`config.mk`:
```
export PLATFORM = sky130hd
export DESIGN_NAME = io_sequencer
export DESIGN_NICKNAME = d
export VERILOG_FILES = /design/src/rtl/io_sequencer_pkg.sv /design/src/rtl/button_debouncer.sv /design/src/rtl/io_sequencer.sv
export SDC_FILE = /design/constraint.sdc
export NUM_CORES = 1
export LEC_CHECK = 0
export ABC_AREA = 1
export CELL_PAD_IN_SITES_DETAIL_PLACEMENT = 1
export CELL_PAD_IN_SITES_GLOBAL_PLACEMENT = 1
export CORE_ASPECT_RATIO = 0.75
export CORE_MARGIN = 2
export CORE_UTILIZATION = 30
export CTS_CLUSTER_DIAMETER = 150
export DETAILED_ROUTE_END_ITERATION = 7
export PLACE_DENSITY = 0.72
export SETUP_SLACK_MARGIN = 0.2
export SLEW_MARGIN = 10
export SYNTH_ARGS = -nofsm -noshare
export SYNTH_HDL_FRONTEND = slang
export SYNTH_HIERARCHICAL = 1
export SYNTH_SLANG_ARGS = --single-unit
```
`constraint.sdc`:
```
create_clock -name clk -period 1.9 [get_ports clk]
set_input_delay 0.38 -clock clk [delete_from_list [all_inputs] [get_ports clk]]
set_output_delay 0.38 -clock clk [all_outputs]
set_load 0.05 [all_outputs]
```
`src/rtl/io_sequencer_pkg.sv`:
```
// Shared types for the I/O instruction sequencer: FSM state encoding,
// op request vector and the fixed op priority order (IN > DELAY > OUT).
package io_sequencer_pkg;

  localparam int unsigned SW_W_DEF       = 16;
  localparam int unsigned DATA_W_DEF     = 32;
  localparam int unsigned DEB_CYCLES_DEF = 4;
  localparam int unsigned TICK_DIV_DEF   = 1000;

  typedef enum logic [2:0] {
    ST_IDLE     = 3'd0,
    ST_IN_PRESS = 3'd1,
    ST_IN_REL   = 3'd2,
    ST_DLY_RUN  = 3'd3,
    ST_DONE     = 3'd4
  } state_e;

  // One bit per multi-cycle/single-cycle I/O op, MSB first in priority order
  typedef struct packed {
    logic in_op;
    logic dly_op;
    logic out_op;
  } op_vec_t;

  typedef enum logic [1:0] {
    SEL_NONE  = 2'd0,
    SEL_IN    = 2'd1,
    SEL_DELAY = 2'd2,
    SEL_OUT   = 2'd3
  } op_sel_e;

  // Highest-priority requested op; lower ones are ignored this cycle
  function automatic op_sel_e pick_op(input op_vec_t req);
    op_sel_e sel;
    sel = SEL_NONE;
    if (req.in_op)       sel = SEL_IN;
    else if (req.dly_op) sel = SEL_DELAY;
    else if (req.out_op) sel = SEL_OUT;
    return sel;
  endfunction

endpackage

```
`src/rtl/button_debouncer.sv`:
```
// ENT pushbutton conditioner: 2-flop synchronizer followed by a debouncer
// that accepts a level change only after DEB_CYCLES consecutive samples
// differ from the current debounced level.
// Ports: clk, reset (async active-low), raw (async button, pressed=0),
//        db_level (debounced level, 1 = released).
module button_debouncer #(
  parameter int unsigned DEB_CYCLES = 4
) (
  input  logic clk,
  input  logic reset,
  input  logic raw,
  output logic db_level
);

  localparam int unsigned CNT_W = $clog2(DEB_CYCLES + 1);
  localparam logic [CNT_W-1:0] CNT_LAST = CNT_W'(DEB_CYCLES - 1);

  logic             sync_meta;
  logic             sync_q;
  logic [CNT_W-1:0] cnt;

  // Synchronizer resets to "released" so no phantom press after reset
  always_ff @(posedge clk or negedge reset) begin
    if (!reset) begin
      sync_meta <= 1'b1;
      sync_q    <= 1'b1;
    end else begin
      sync_meta <= raw;
      sync_q    <= sync_meta;
    end
  end

  // Any sample matching the current level restarts the stability count
  always_ff @(posedge clk or negedge reset) begin
    if (!reset) begin
      cnt      <= '0;
      db_level <= 1'b1;
    end else if (sync_q == db_level) begin
      cnt <= '0;
    end else if (cnt == CNT_LAST) begin
      cnt      <= '0;
      db_level <= sync_q;
    end else begin
      cnt <= cnt + CNT_W'(1);
    end
  end

endmodule

```
`src/rtl/io_sequencer.sv`:
```
// Sequences the multi-cycle I/O instructions IN, DELAY and OUT and drives
// the stall/done handshake that holds and advances the PC.
// Ports: clk, reset (async active-low); op_in/op_delay/op_out decoded op
//        levels; delay_val/out_val from register d0; ent raw button;
//        switch raw switches; stall, done, in_data/in_valid (IN write-back),
//        disp_data/disp_load (7-seg word). All outputs registered.
module io_sequencer
  import io_sequencer_pkg::*;
#(
  parameter int unsigned SW_W       = SW_W_DEF,
  parameter int unsigned DATA_W     = DATA_W_DEF,
  parameter int unsigned DEB_CYCLES = DEB_CYCLES_DEF,
  parameter int unsigned TICK_DIV   = TICK_DIV_DEF
) (
  input  logic              clk,
  input  logic              reset,
  input  logic              op_in,
  input  logic              op_delay,
  input  logic              op_out,
  input  logic [DATA_W-1:0] delay_val,
  input  logic [DATA_W-1:0] out_val,
  input  logic              ent,
  input  logic [SW_W-1:0]   switch,
  output logic              stall,
  output logic              done,
  output logic [SW_W-1:0]   in_data,
  output logic              in_valid,
  output logic [DATA_W-1:0] disp_data,
  output logic              disp_load
);

  localparam int unsigned TICK_W = (TICK_DIV > 1) ? $clog2(TICK_DIV) : 1;
  localparam logic [TICK_W-1:0] TICK_LAST = TICK_W'(TICK_DIV - 1);

  state_e            state;
  logic [DATA_W-1:0] cnt;
  logic [TICK_W-1:0] tick;
  op_vec_t           blk;
  op_vec_t           req;
  op_vec_t           elig;
  op_sel_e           sel;
  logic              db_level;
  logic              db_prev;
  logic              ent_fall;
  logic [SW_W-1:0]   sw_meta;
  logic [SW_W-1:0]   sw_sync;

  button_debouncer #(
    .DEB_CYCLES(DEB_CYCLES)
  ) u_ent_db (
    .clk      (clk),
    .reset    (reset),
    .raw      (ent),
    .db_level (db_level)
  );

  // Switch synchronizer for the IN capture
  always_ff @(posedge clk or negedge reset) begin
    if (!reset) begin
      sw_meta <= '0;
      sw_sync <= '0;
    end else begin
      sw_meta <= switch;
      sw_sync <= sw_meta;
    end
  end

  // An op that completed stays blocked until it has been seen low
  assign req      = {op_in, op_delay, op_out};
  assign elig     = op_vec_t'(req & ~blk);
  assign sel      = pick_op(elig);
  assign ent_fall = db_prev & ~db_level;

  // Sequencer FSM with registered handshake outputs
  always_ff @(posedge clk or negedge reset) begin
    if (!reset) begin
      state     <= ST_IDLE;
      stall     <= 1'b0;
      done      <= 1'b0;
      in_valid  <= 1'b0;
      disp_load <= 1'b0;
      in_data   <= '0;
      disp_data <= '0;
      cnt       <= '0;
      tick      <= '0;
      blk       <= '0;
      db_prev   <= 1'b1;
    end else begin
      done      <= 1'b0;
      in_valid  <= 1'b0;
      disp_load <= 1'b0;
      db_prev   <= db_level;
      blk       <= op_vec_t'(blk & req);
      case (state)
        ST_IDLE: begin
          stall <= 1'b0;
          case (sel)
            SEL_IN: begin
              state <= ST_IN_PRESS;
              stall <= 1'b1;
            end
            SEL_DELAY: begin
              if (delay_val == '0) begin
                state      <= ST_DONE;
                done       <= 1'b1;
                blk.dly_op <= 1'b1;
              end else begin
                cnt   <= delay_val;
                tick  <= '0;
                state <= ST_DLY_RUN;
                stall <= 1'b1;
              end
            end
            SEL_OUT: begin
              disp_data  <= out_val;
              disp_load  <= 1'b1;
              done       <= 1'b1;
              blk.out_op <= 1'b1;
            end
            default: ;
          endcase
        end
        // Only a falling edge counts, so a button held on entry is ignored
        ST_IN_PRESS: begin
          if (!op_in) begin
            state <= ST_IDLE;
            stall <= 1'b0;
          end else if (ent_fall) begin
            state <= ST_IN_REL;
          end
        end
        ST_IN_REL: begin
          if (!op_in) begin
            state <= ST_IDLE;
            stall <= 1'b0;
          end else if (db_level) begin
            in_data   <= sw_sync;
            state     <= ST_DONE;
            stall     <= 1'b0;
            done      <= 1'b1;
            in_valid  <= 1'b1;
            blk.in_op <= 1'b1;
          end
        end
        // cnt is nonzero on entry; leave when the last tick of count 1 expires
        ST_DLY_RUN: begin
          if (!op_delay) begin
            state <= ST_IDLE;
            stall <= 1'b0;
          end else if (tick == TICK_LAST) begin
            tick <= '0;
            cnt  <= cnt - DATA_W'(1);
            if (cnt == DATA_W'(1)) begin
              state      <= ST_DONE;
              stall      <= 1'b0;
              done       <= 1'b1;
              blk.dly_op <= 1'b1;
            end
          end else begin
            tick <= tick + TICK_W'(1);
          end
        end
        ST_DONE: begin
          state <= ST_IDLE;
          stall <= 1'b0;
        end
        default: begin
          state <= ST_IDLE;
          stall <= 1'b0;
        end
      endcase
    end
  end

endmodule

```
**Yosys cells after proc, flatten, opt, wreduce, memory -nomap -nowiden**

Index checks and enable logic that the tools add are counted.
Widths: inputs -> output; s select.

- Add/sub/neg operators: 3
- Equality and inequality tests: 20
- Muxes and demuxes: 56
- Bitwise gates (word level): 6
- Reductions and logical operators: 10

Operators with widths:

| operator | count |
|---|---|
| $mux 32 | 4 |
| $pmux 32 s2 | 1 |
| $mux 10 | 4 |
| $eq 32x1->1 const B | 1 |
| $logic_not 32->1 | 1 |
| $sub 32x1->32 const B | 1 |
| $mux 3 | 10 |
| $mux 1 | 26 |
| $pmux 10 s2 | 1 |
| $pmux 3 s4 | 1 |
| $add 10x1->10 const B | 1 |
| $eq 10x10->1 const B | 1 |
| $reduce_and 5->1 | 2 |
| $eq 3x2->1 const B | 3 |
| $ne 3x3->1 const B | 3 |
| $ne 2x2->1 const B | 4 |
| $reduce_and 4->1 | 2 |
| $and 3x3->3 | 2 |
| $mux 2 | 3 |
| $pmux 1 s2 | 3 |
| $pmux 3 s2 | 1 |
| $eq 2x2->1 const B | 2 |
| $pmux 1 s4 | 1 |
| $reduce_and 2->1 | 2 |
| 14 further kinds | 15 |

- Bits in registers: 139
- Input port bits: 86
- Word-level logic and storage cells: 114

**Depth between registers and ports, before layout**

- Word-level depth: 8
- Depth in mapped cells: 12
- Gate-level depth less buffers: 11

**Cells and area by module**

Netlist, hierarchy kept.

Modules (own cells, without submodules):

| module | instances | cells each | area an instance (um2) |
|---|---|---|---|
| io_sequencer | 1 | 862 | 6538.8 |
| button_debouncer | 1 | 25 | 242.7 |

**Worst setup path before layout**

OpenSTA, ideal clock, no wires.

- Path type: register to register
- Start: register tick[0]
- End: register, netlist name cnt[23]
- Library setup time: 117 ps
- Arrival time: 1421 ps
- Required time: 1783 ps
- Slack: 362 ps
- Stages on the path, launching flop included: 13
- Path buffers: 1
- Period minus slack after synthesis: 1538 ps
- Cell sequence: dfrtp_1 ha_1 nand2_1 nor2_1 nand3_2 nor2_2 nor2_2 inv_2 nand2_2 buf_6 nor2_2 nand2_1 nand2_1

RTL lines:

| what | line | text |
|---|---|---|
| start: declaration | io_sequencer.sv:37 | `logic [TICK_W-1:0] tick;` |
| start signal: assignment | io_sequencer.sv:160 | `tick <= tick + TICK_W'(1);` |

==> summary.md <==
| Metric | Value |
|---|---|
| Crit path setup slack, layout | about 0.071 ns |
| Fraction of layout cells with a size suffix above 1 | 24.5% |
| Max stage delay cell, worst path | dfrtp_1 |
| Worst skew pair latency | around 0.43 ns |
| Fraction of registers with async set or reset after synthesis | 100% |
| Antenna cell count | 0 |
| Global-route wire length before repair | 35800 µm |
| Setup repair after global routing missed its margin | true |
| Fmax | 547 MHz |
| Via count | 6554 |
| Pwr Density | 1500 mW/mm² |
| Sequential fraction of the synthesis area | 51.4% |
| Met3 WL | about 1100 µm |
| # Max-Cap Violations | 0 |
| Post-place instance area | 0.00886 mm² |
| H-Tree Depth | 4 |
| Area growth from synthesis to layout | 49.3% |
| Die footprint | 0.0238 mm² |
| Fin. Hold Viols | 0 |
| Worst Path Class, Setup | flop to flop |
| Critical Path Most Common Cell | nor2_4 |
| DRT iter0 DRCs | 346 |
| CTS tree | built |
| Wire per inst | 15.7 µm |
| Max layer used | met4 |
| Max-slew violation count | 0 |
| Status | complete, no violations |
| Vias in the first global route | ~6.9k |
| Post-Syn Area | between 0.006 and 0.007 mm² |
| CP startpoint kind | flop |
| Required @ worst endpoint | roughly 2.3 ns |
| Worst vdd ir | 606 µV |
| Initial Utilization | between 30% and 40% |
| Clock buffer depth | 2 |
| Worst hold path type | flop to flop |
| Top FF cell, synth | dfrtp_1 |
| Die H | 134 µm |
| Overflow after GRT | 0 |
| Fin cells | 1417 |
| 1st-pass router iterations | 4 |
| Internal Power | 0.00828 W |
| Worst slew margin | 66.3% |
| Worst-Margin Slew | 0.507 ns |
| Final Cell Area | approximately 0.010 mm² |
| Commonest non-fill, non-tap cell in the layout | nand2_1 |
| Switching pwr | 0.00694 W |
| Cells after synthesis | between 800 and 900 |
| Yosys warns | 6 |
| Clock sink total | 139 |
| Estimated wirelength of the detail-placed design | 15400 µm |
| Number of synthesized flops with an enable pin | 0 |
| Finish-stage setup viols | 0 |
| Post-route ant nets | 0 |
| CTS root buf | clkbuf_16 |
| Min Tclk post-route | 1.83 ns |
| Clock-pin transition on the worst setup and hold timing paths | 0.07 ns |
| Cell breakdown of the critical path | ha_4, nand2_4, nor2_4, nand3_4, nor2_4, nor2_4, buf_6, inv_4, nand2_8, buf_6, buf_8, nor2_1, nand2_1, nand2_1 |
| Sequential power share | 31.5% |
| CP max FO | 5 |
| Metal2 WL | 10300 µm |
| Leakage power | 4.95 nW |
| Largest net degree at the start of global routing | 45 |
| Final Skew | 0.0134 ns |
| Max incr delay on CP | 0.40 ns |
| PortBufs | between 100 and 150 |
| Critical Path AT | 2.18 ns |
| Tcrit/Tclk final | 96.3% |
| Residual DRC | 0 |
| Detailed Route WL | 22200 µm |
| Fin nets | roughly 1.2k |
| Post-Place Cells | ~1.4k |
| # IOs | between 100 and 150 |
| Clock power frac | 23.8% |
| Vias/cell | 4.63 |
| Sw frac | 45.6% |
| Cell variety after synth | 36 |
| Worst setup EP type | flop |
| Die Wd | 178 µm |
| Most frequent cells in the layout | nand2_1, dfrtp_1, nor2_1, buf_4, clkdlybuf4s50_1 |
| Routed length on met1 | between 10000 and 15000 µm |
| Initial antenna violation count | 0 |
| Clock buffer count from CTS | 17 |
| Synth Register Bits | 139 |
| Syn Area/Cell | 7.65 µm² |
| Core ar. | 0.0221 mm² |
| Placer Congestion | 0.870 |
| Place WS | -0.471 ns |
| Num rows | 47 |
| Comb pwr share | 44.8% |
| All-Layer GR Usage | 19.2% |
| Mapped Nets | 977 |
==> what timing repair did <==
action / 4_1_cts / 5_1_grt
gates resized for setup: 90 / 110
endpoints found under the setup margin: 77 / 103
gates cloned: 5 / 1
setup buffers: 14 / 5
endpoints found under the hold margin: 41 / 0
pin swaps: 5 / 23
hold buffers: 1 / 0
==> worst max-delay path, delay by kind of cell (launching register included) <==
kind,cells,cell delay (ns)
AND/OR/NAND/NOR,9,0.77
adder cells (fa/ha/maj),1,0.18
buffers and inverters,4,0.42
flip-flops,1,0.40
==> cells in the mapped netlist (all sizes together) (5+ instances only) <==
| master | instances | area share (%) |
|---|---|---|
| nand2 | 389 | 22 |
| o21ai | 35 | 2.6 |
| dfrtp | 135 | 50 |
| xor2 | 6 | 0.77 |
| nand4 | 14 | 1.3 |
| nor2 | 145 | 9.3 |
| buf | 19 | 2.4 |
| nand3 | 48 | 3.6 |
| clkbuf | 5 | 0.28 |
| a21oi | 5 | 0.54 |
| inv | 61 | 3.4 |
==> path summary, 6_finish.rpt <==
path,from,end,slack (ns),cells past startpoint
hold / removal,sw_meta[9],sw_sync[9],0.35,0
setup reg to reg,tick[0],cnt[10],0.07,14
hold reg to reg,sw_meta[9],sw_sync[9],0.35,0
max in group asynchronous,reset,db_prev,0.86,3
min in group asynchronous,reset,sw_sync[10],0.44,2
setup / recovery,tick[0],cnt[10],0.07,14
==> flip-flops by register name (all words and copies together), names as in the netlist, 3 cells and up <==
register	count
u_ent_db/cnt	3
in_data	16
cnt	32
blk	3
tick	10
disp_data	32
state	3
sw_sync	16
sw_meta	16
==> layout make-up <==
class / count / area [µm²]
clock buffers: 17 / 425
clock inverters: 15 / 218
fillers: 2650 / 12000
inverters: 63 / 244
multi-input cells: 662 / 3220
flip-flops and latches: 139 / 3480
well taps: 294 / 368
repair buffers: 227 / 2160
==> power by group through the flow <==
stage                     Combinational [W]  Sequential, W  Clock (W)
final                               0.00682        0.00479    0.00362
after CTS                           0.00658        0.00470    0.00370
after global routing                0.00741        0.00492    0.00381
after detailed placement            0.00632        0.00472          0
after global placement              0.00618        0.00468          0
after floorplan                     0.00250        0.00618          0
==> logic make-up (layout without fill, tap and decap cells) <==
kind of cell / count (synthesis) / count (layout) / share of synthesized area, %
AO/OA/AOI/OAI: 46 / 47 / 3.75
XOR/XNOR: 8 / 8 / 1.03
adder cells (fa/ha/maj): 4 / 4 / 0.738
buffers and inverters: 87 / 322 / 6.18
flip-flops: 139 / 139 / 51.4
multiplexers: 1 / 1 / 0.148
AND/OR/NAND/NOR: 602 / 602 / 36.8
==> per-stage QoR <==
| stage | util, % | TNS (ns) | total power, W | hold slack (ns) |
|---|---|---|---|---|
| 6_report | 45.8 | 0 | 0.0152 | 0.348 |
| 5_1_grt | 45.8 | -0.0110 | 0.0161 | 0.357 |
| 4_1_cts | 44.6 | 0 | 0.0150 | 0.351 |
| 3_5_place_dp | 40.1 | -20.18 | 0.0110 | 0.335 |
| 3_3_place_gp | 40.1 | -15.94 | 0.0109 | 0.332 |
| 2_1_floorplan | - | 0 | 0.00868 | 0.0844 |
==> metal layers <==
metal	GRT usage (%)	vias to the layer above
li1	-	3210
met5	0	-
met3	3.63	25
met4	5.46	0
met1	26.4	3194
met2	30.7	125
Note: power is estimated with default switching activity, not from simulation.
